## config.mk

```make
export PLATFORM = sky130hd
export DESIGN_NAME = decode_issue_queue
export DESIGN_NICKNAME = d
export VERILOG_FILES = /design/src/rtl/decode_issue_queue.sv
export SDC_FILE = /design/constraint.sdc
export NUM_CORES = 1
export LEC_CHECK = 0
export ABC_AREA = 1
export CAP_MARGIN = 20
export CORE_MARGIN = 2
export CORE_UTILIZATION = 25
export CTS_BUF_LIST = sky130_fd_sc_hd__clkbuf_8 sky130_fd_sc_hd__clkbuf_16
export DETAILED_ROUTE_END_ITERATION = 12
export GPL_TIMING_DRIVEN = 0
export PLACE_DENSITY_LB_ADDON = 0.1
export REMOVE_ABC_BUFFERS = 1
export SLEW_MARGIN = 20
export SYNTH_ARGS = -nofsm -noshare
export SYNTH_HDL_FRONTEND = slang
export SYNTH_SLANG_ARGS = --single-unit
export TNS_END_PERCENT = 50
```

## constraint.sdc

```tcl
create_clock -name clk_i -period 9.6 [get_ports clk_i]
set_input_delay 1.92 -clock clk_i [delete_from_list [all_inputs] [get_ports clk_i]]
set_output_delay 1.92 -clock clk_i [all_outputs]
set_load 0.05 [all_outputs]
```

## src/rtl/decode_issue_queue.sv

```systemverilog
// Decode-issue queue: classifies fetched instructions, expands RV32I immediates at enqueue, buffers them in a registered FIFO.
// Optional macro DECODE_ILLEGAL_CHECK_EN stores a per-entry illegal-opcode flag.
module decode_issue_queue #(
  parameter int DATA_WIDTH = 32,
  parameter int DEPTH      = 2
) (
  input  logic                  clk_i,
  input  logic                  rst_i,
  input  logic                  flush_i,
  input  logic                  in_valid_i,
  output logic                  in_ready_o,
  input  logic [DATA_WIDTH-1:0] instruction_i,
  input  logic [DATA_WIDTH-1:0] pc_i,
  output logic                  out_valid_o,
  input  logic                  out_ready_i,
  output logic [DATA_WIDTH-1:0] instruction_o,
  output logic [DATA_WIDTH-1:0] pc_o,
  output logic [DATA_WIDTH-1:0] imm_o,
  output logic [2:0]            imm_type_o,
  output logic                  illegal_o
);

  localparam int PTR_W = $clog2(DEPTH);
  localparam int CNT_W = $clog2(DEPTH + 1);

  localparam logic [2:0] TYPE_NONE = 3'd0;
  localparam logic [2:0] TYPE_I    = 3'd1;
  localparam logic [2:0] TYPE_S    = 3'd2;
  localparam logic [2:0] TYPE_B    = 3'd3;
  localparam logic [2:0] TYPE_U    = 3'd4;
  localparam logic [2:0] TYPE_J    = 3'd5;

  typedef enum logic [1:0] {EMPTY, PARTIAL, FULL} state_t;

  state_t           state, state_next;
  logic [CNT_W-1:0] count, count_next;
  logic [PTR_W-1:0] wr_ptr, rd_ptr;
  logic             push, pop;

  logic [DATA_WIDTH-1:0] instr_mem [DEPTH];
  logic [DATA_WIDTH-1:0] pc_mem    [DEPTH];
  logic [DATA_WIDTH-1:0] imm_mem   [DEPTH];
  logic [2:0]            type_mem  [DEPTH];

  logic [6:0]         opcode;
  logic signed [31:0] dec_imm32;
  logic [2:0]         dec_type;

  // Handshake flags come only from the registered state, never from the opposite side.
  assign in_ready_o  = (state != FULL);
  assign out_valid_o = (state != EMPTY);
  assign push = in_valid_i & in_ready_o & ~flush_i;
  assign pop  = out_valid_o & out_ready_i & ~flush_i;

  assign opcode = instruction_i[6:0];

  // NOTE: every signal written here gets a default first so no latch is inferred.
  always_comb begin
    dec_type  = TYPE_NONE;
    dec_imm32 = '0;
    unique case (opcode)
      7'b0010011, 7'b0000011, 7'b1100111, 7'b1110011: begin
        dec_type  = TYPE_I;
        dec_imm32 = {{20{instruction_i[31]}}, instruction_i[31:20]};
      end
      7'b0100011: begin
        dec_type  = TYPE_S;
        dec_imm32 = {{20{instruction_i[31]}}, instruction_i[31:25], instruction_i[11:7]};
      end
      7'b1100011: begin
        dec_type  = TYPE_B;
        dec_imm32 = {{19{instruction_i[31]}}, instruction_i[31], instruction_i[7],
                     instruction_i[30:25], instruction_i[11:8], 1'b0};
      end
      7'b0110111, 7'b0010111: begin
        dec_type  = TYPE_U;
        dec_imm32 = {instruction_i[31:12], 12'b0};
      end
      7'b1101111: begin
        dec_type  = TYPE_J;
        dec_imm32 = {{11{instruction_i[31]}}, instruction_i[31], instruction_i[19:12],
                     instruction_i[20], instruction_i[30:21], 1'b0};
      end
      default: ;
    endcase
  end

  always_comb begin
    count_next = count;
    if (flush_i)
      count_next = '0;
    else if (push && !pop)
      count_next = count + CNT_W'(1);
    else if (pop && !push)
      count_next = count - CNT_W'(1);

    state_next = PARTIAL;
    if (count_next == '0)
      state_next = EMPTY;
    else if (count_next == CNT_W'(DEPTH))
      state_next = FULL;
  end

  // NOTE: state registers use non-blocking assignments so all flops update together.
  always_ff @(posedge clk_i or posedge rst_i) begin
    if (rst_i) begin
      state  <= EMPTY;
      count  <= '0;
      wr_ptr <= '0;
      rd_ptr <= '0;
    end else begin
      state <= state_next;
      count <= count_next;
      if (flush_i) begin
        wr_ptr <= '0;
        rd_ptr <= '0;
      end else begin
        if (push) wr_ptr <= wr_ptr + PTR_W'(1);
        if (pop)  rd_ptr <= rd_ptr + PTR_W'(1);
      end
    end
  end

  // NOTE: storage is reset because the head fields must read zero out of reset.
  always_ff @(posedge clk_i or posedge rst_i) begin
    if (rst_i) begin
      for (int i = 0; i < DEPTH; i++) begin
        instr_mem[i] <= '0;
        pc_mem[i]    <= '0;
        imm_mem[i]   <= '0;
        type_mem[i]  <= '0;
      end
    end else if (push) begin
      instr_mem[wr_ptr] <= instruction_i;
      pc_mem[wr_ptr]    <= pc_i;
      imm_mem[wr_ptr]   <= DATA_WIDTH'(dec_imm32);
      type_mem[wr_ptr]  <= dec_type;
    end
  end

  assign instruction_o = instr_mem[rd_ptr];
  assign pc_o          = pc_mem[rd_ptr];
  assign imm_o         = imm_mem[rd_ptr];
  assign imm_type_o    = type_mem[rd_ptr];

`ifdef DECODE_ILLEGAL_CHECK_EN
  logic ill_mem [DEPTH];
  logic dec_illegal;

  // R-type is a known opcode with no immediate; anything else unclassified is illegal.
  assign dec_illegal = (dec_type == TYPE_NONE) && (opcode != 7'b0110011);

  always_ff @(posedge clk_i or posedge rst_i) begin
    if (rst_i) begin
      for (int i = 0; i < DEPTH; i++) ill_mem[i] <= 1'b0;
    end else if (push) begin
      ill_mem[wr_ptr] <= dec_illegal;
    end
  end

  assign illegal_o = ill_mem[rd_ptr];
`else
  assign illegal_o = 1'b0;
`endif

endmodule

```

==> impl_metrics.yaml <==
cts:
  clock-sinks: 203
  clock_latency_ns: 0.53
  root_buffer: "clkbuf_16"
  clk_path_buf_depth: 3
  cts_htree_levels: 1
  ctsResizeCount: 0
  cts_setup_buffers: 0
  ctsHoldBuffers: 0
  numCtsBuffers: 26
  clk_pin_slew_ns: 0.06
  cts_tree: "yes"
worst_setup_path:
  cp.arrival_ns: 3.04
  reg2reg_slack_ns: 7.01
  slowest_delay_ns: 0.86
  worst-path-max-fanout: 51
  critPathRequiredTime_ns: 7.68
  endpoint_kind: "output port"
  crit_start: "rd_ptr"
  slowest_stage: "clkdlybuf4s50_1"
  crit_end: "imm_o[23]"
  path_class: "reg2out"
  worstReg2RegStart: "count[0]"
  cp_cell_sequence: "buf_16 -> inv_4 -> buf_16 -> nand2_1 -> nand2_1 -> clkdlybuf4s50_1"
  timing.rr.end: "instr_mem[15]"
  crit_path_start_kind: "flop"
  r2r_cells: 12
sta:
  finalSetupViolCount: 0
  skew_ns: 0.00614
  max_slew_margin_pct: 46.9
  slew_viol_final: 0
  setup_tns_ns: 0
  finalHoldViolations: 0
  holdWs_ns: 0.469
  fmax_mhz: 202
  worst_pin_slew_ns: 0.795
  finalCritPeriodShare_pct: 51.7
  grt_setup_unrepaired: "false"
  fin_ws_ns: 4.64
  period_minus_slack_ns: 4.96
final_layout:
  layout-drive-gt1-share_pct: 5.32
  multi_input_area_um2: 3570
  fin_nets: 1440
  area_growth_pct: 32.1
  seqCellArea_um2: 5080
  fill_cells: 4124
  final_cells: 1901
  diodes: 0
place:
  post-place-ws_ns: 5.04
  finalWeightedCongestion: 0.694
  dpl.hpwl_mm: 17.1
  port_buffers: 169
  dp_cells: 1854
synthesis:
  yosysSeqAreaShare_pct: 53.7
  ys_types: 22
  ys_seq_elements: 203
  syn_area_um2: 9470
  synth_area_per_cell_um2: 7.68
  synth_warnings: 0
  synthCells: 1232
floorplan:
  dieArea_um2: 39400
  start_util_pct: 25.3
  rows: 71
  io_pins: 171
  dieWidth_um: 199
  core_area_um2: 37500
  die_h_um: 199
hold_path:
  hold_class: "reg2reg"
  hp-start: "pc_mem[9]"
global_routing:
  antenna_found_initial: 0
  grt_pass1_vias: 8112
  grt_pass1_wl_mm: 45.1
  grt_overflow: 0
  track_usage_pct: 14.5
  grt_max_degree: 89
drt:
  via_per_inst: 4.21
  avgRoutedWirePerCell_um: 14.7
  drt_first_pass_iters: 4
  ant_nets: 0
  drt_wl_total_mm: 28.0
  dr_total_vias: 8001
  drc_errors: 0
  drt_iter0_drc: 342
power:
  power.leakage_uw: 0.00633
  power.density_nw_per_um2: 228
  ir_drop_mv: 0.127
job:
  maxCapViolations: 0
outcome:
  status: "completed"
[metal layers]
layer  GRT usage (%)  part of all wire, %  wire, um  up-vias
met5               0                    0         0        -
met4            3.68                  2.4       660        0
met3            3.42                  5.6      1560       33
met2            24.2                   46     12800      155
met1            18.8                   46     13000     3754
li1                -                    -         -     4059
[flip-flops by register name (all words and copies together) (netlist names)]
name and flops:
count 2, imm_mem 64, instr_mem 64, pc_mem 64
rd_ptr 1, state 1, type_mem 6, wr_ptr 1
[synth_stat cells, drive strengths merged]
cell,number,share of area (%)
nand4,2,0.13
nand2,644,26
conb,1,0.040
inv,101,4.0
clkbuf,31,1.2
nor2,14,0.96
a21oi,2,0.11
nand3,33,1.8
buf,37,3.4
o21ai,164,9.0
dfrtp,203,54
[cell usage in the layout (no fill, tap or decap), drive strengths merged]
master / synthesis / layout
nand3: 33 / 33
nand2: 644 / 644
a21oi: 2 / 2
inv: 101 / 108
o21ai: 164 / 164
clkinv: 0 / 4
clkbuf: 31 / 35
bufinv: 0 / 1
dfrtp: 203 / 203
clkdlybuf4s50: 0 / 169
conb: 1 / 1
nor2: 14 / 14
nand4: 2 / 2
buf: 37 / 10
[per-stage QoR]
stage	utilization, %	area (um2)	power (uW)
floorplan	-	9030	1630
global placement	30.3	11400	1890
detailed placement	31.1	11600	1910
CTS	33.4	12500	2910
global route	33.4	12500	3020
finish	33.4	12500	2850
[worst max-delay path: cells and delay by family (launching register included)]
kind          cells  cell delay [ns]
buf+inv           4             1.70
flops             1             0.60
simple gates      2             0.16
[logic make-up (layout without fill, tap and decap cells)]
logic type             count (synthesis)  count (layout)  share of synthesized area, %
other                                  1               1                        0.0396
buffers and inverters                169             327                          8.63
and+or+nand+nor                      693             693                          28.6
AOI/OAI and AO/OA                    166             166                          9.09
DFF                                  203             203                          53.7
[worst min path at each step]
stage                       to  slack [ns]  depth (start not counted)
detailed placement  pc_mem[17]        0.46                          2
CTS                 pc_mem[17]        0.47                          2
global placement     pc_mem[2]        0.46                          2
finish               pc_mem[9]        0.47                          2
global route        imm_mem[7]        0.49                          2
floorplan            pc_mem[0]        0.44                          2
[report_power, final]
group	internal [uW]	switching, uW	total [uW]
Sequential	1020	78.4	1100
Clock	592	379	971
Combinational	263	524	788
Total	1870	982	2850
[final cells by class]
cell class                      count  share of cell area, %
Inverter                          101                   3.21
Clock buffer                       35                   6.28
Sequential cell                   203                   40.6
Tap cell                          511                   5.11
Clock inverter                     12                  0.610
Timing Repair Buffer              179                   15.6
Multi-Input combinational cell    860                   28.5
No activity file was read; power rests on OpenSTA's default activity.
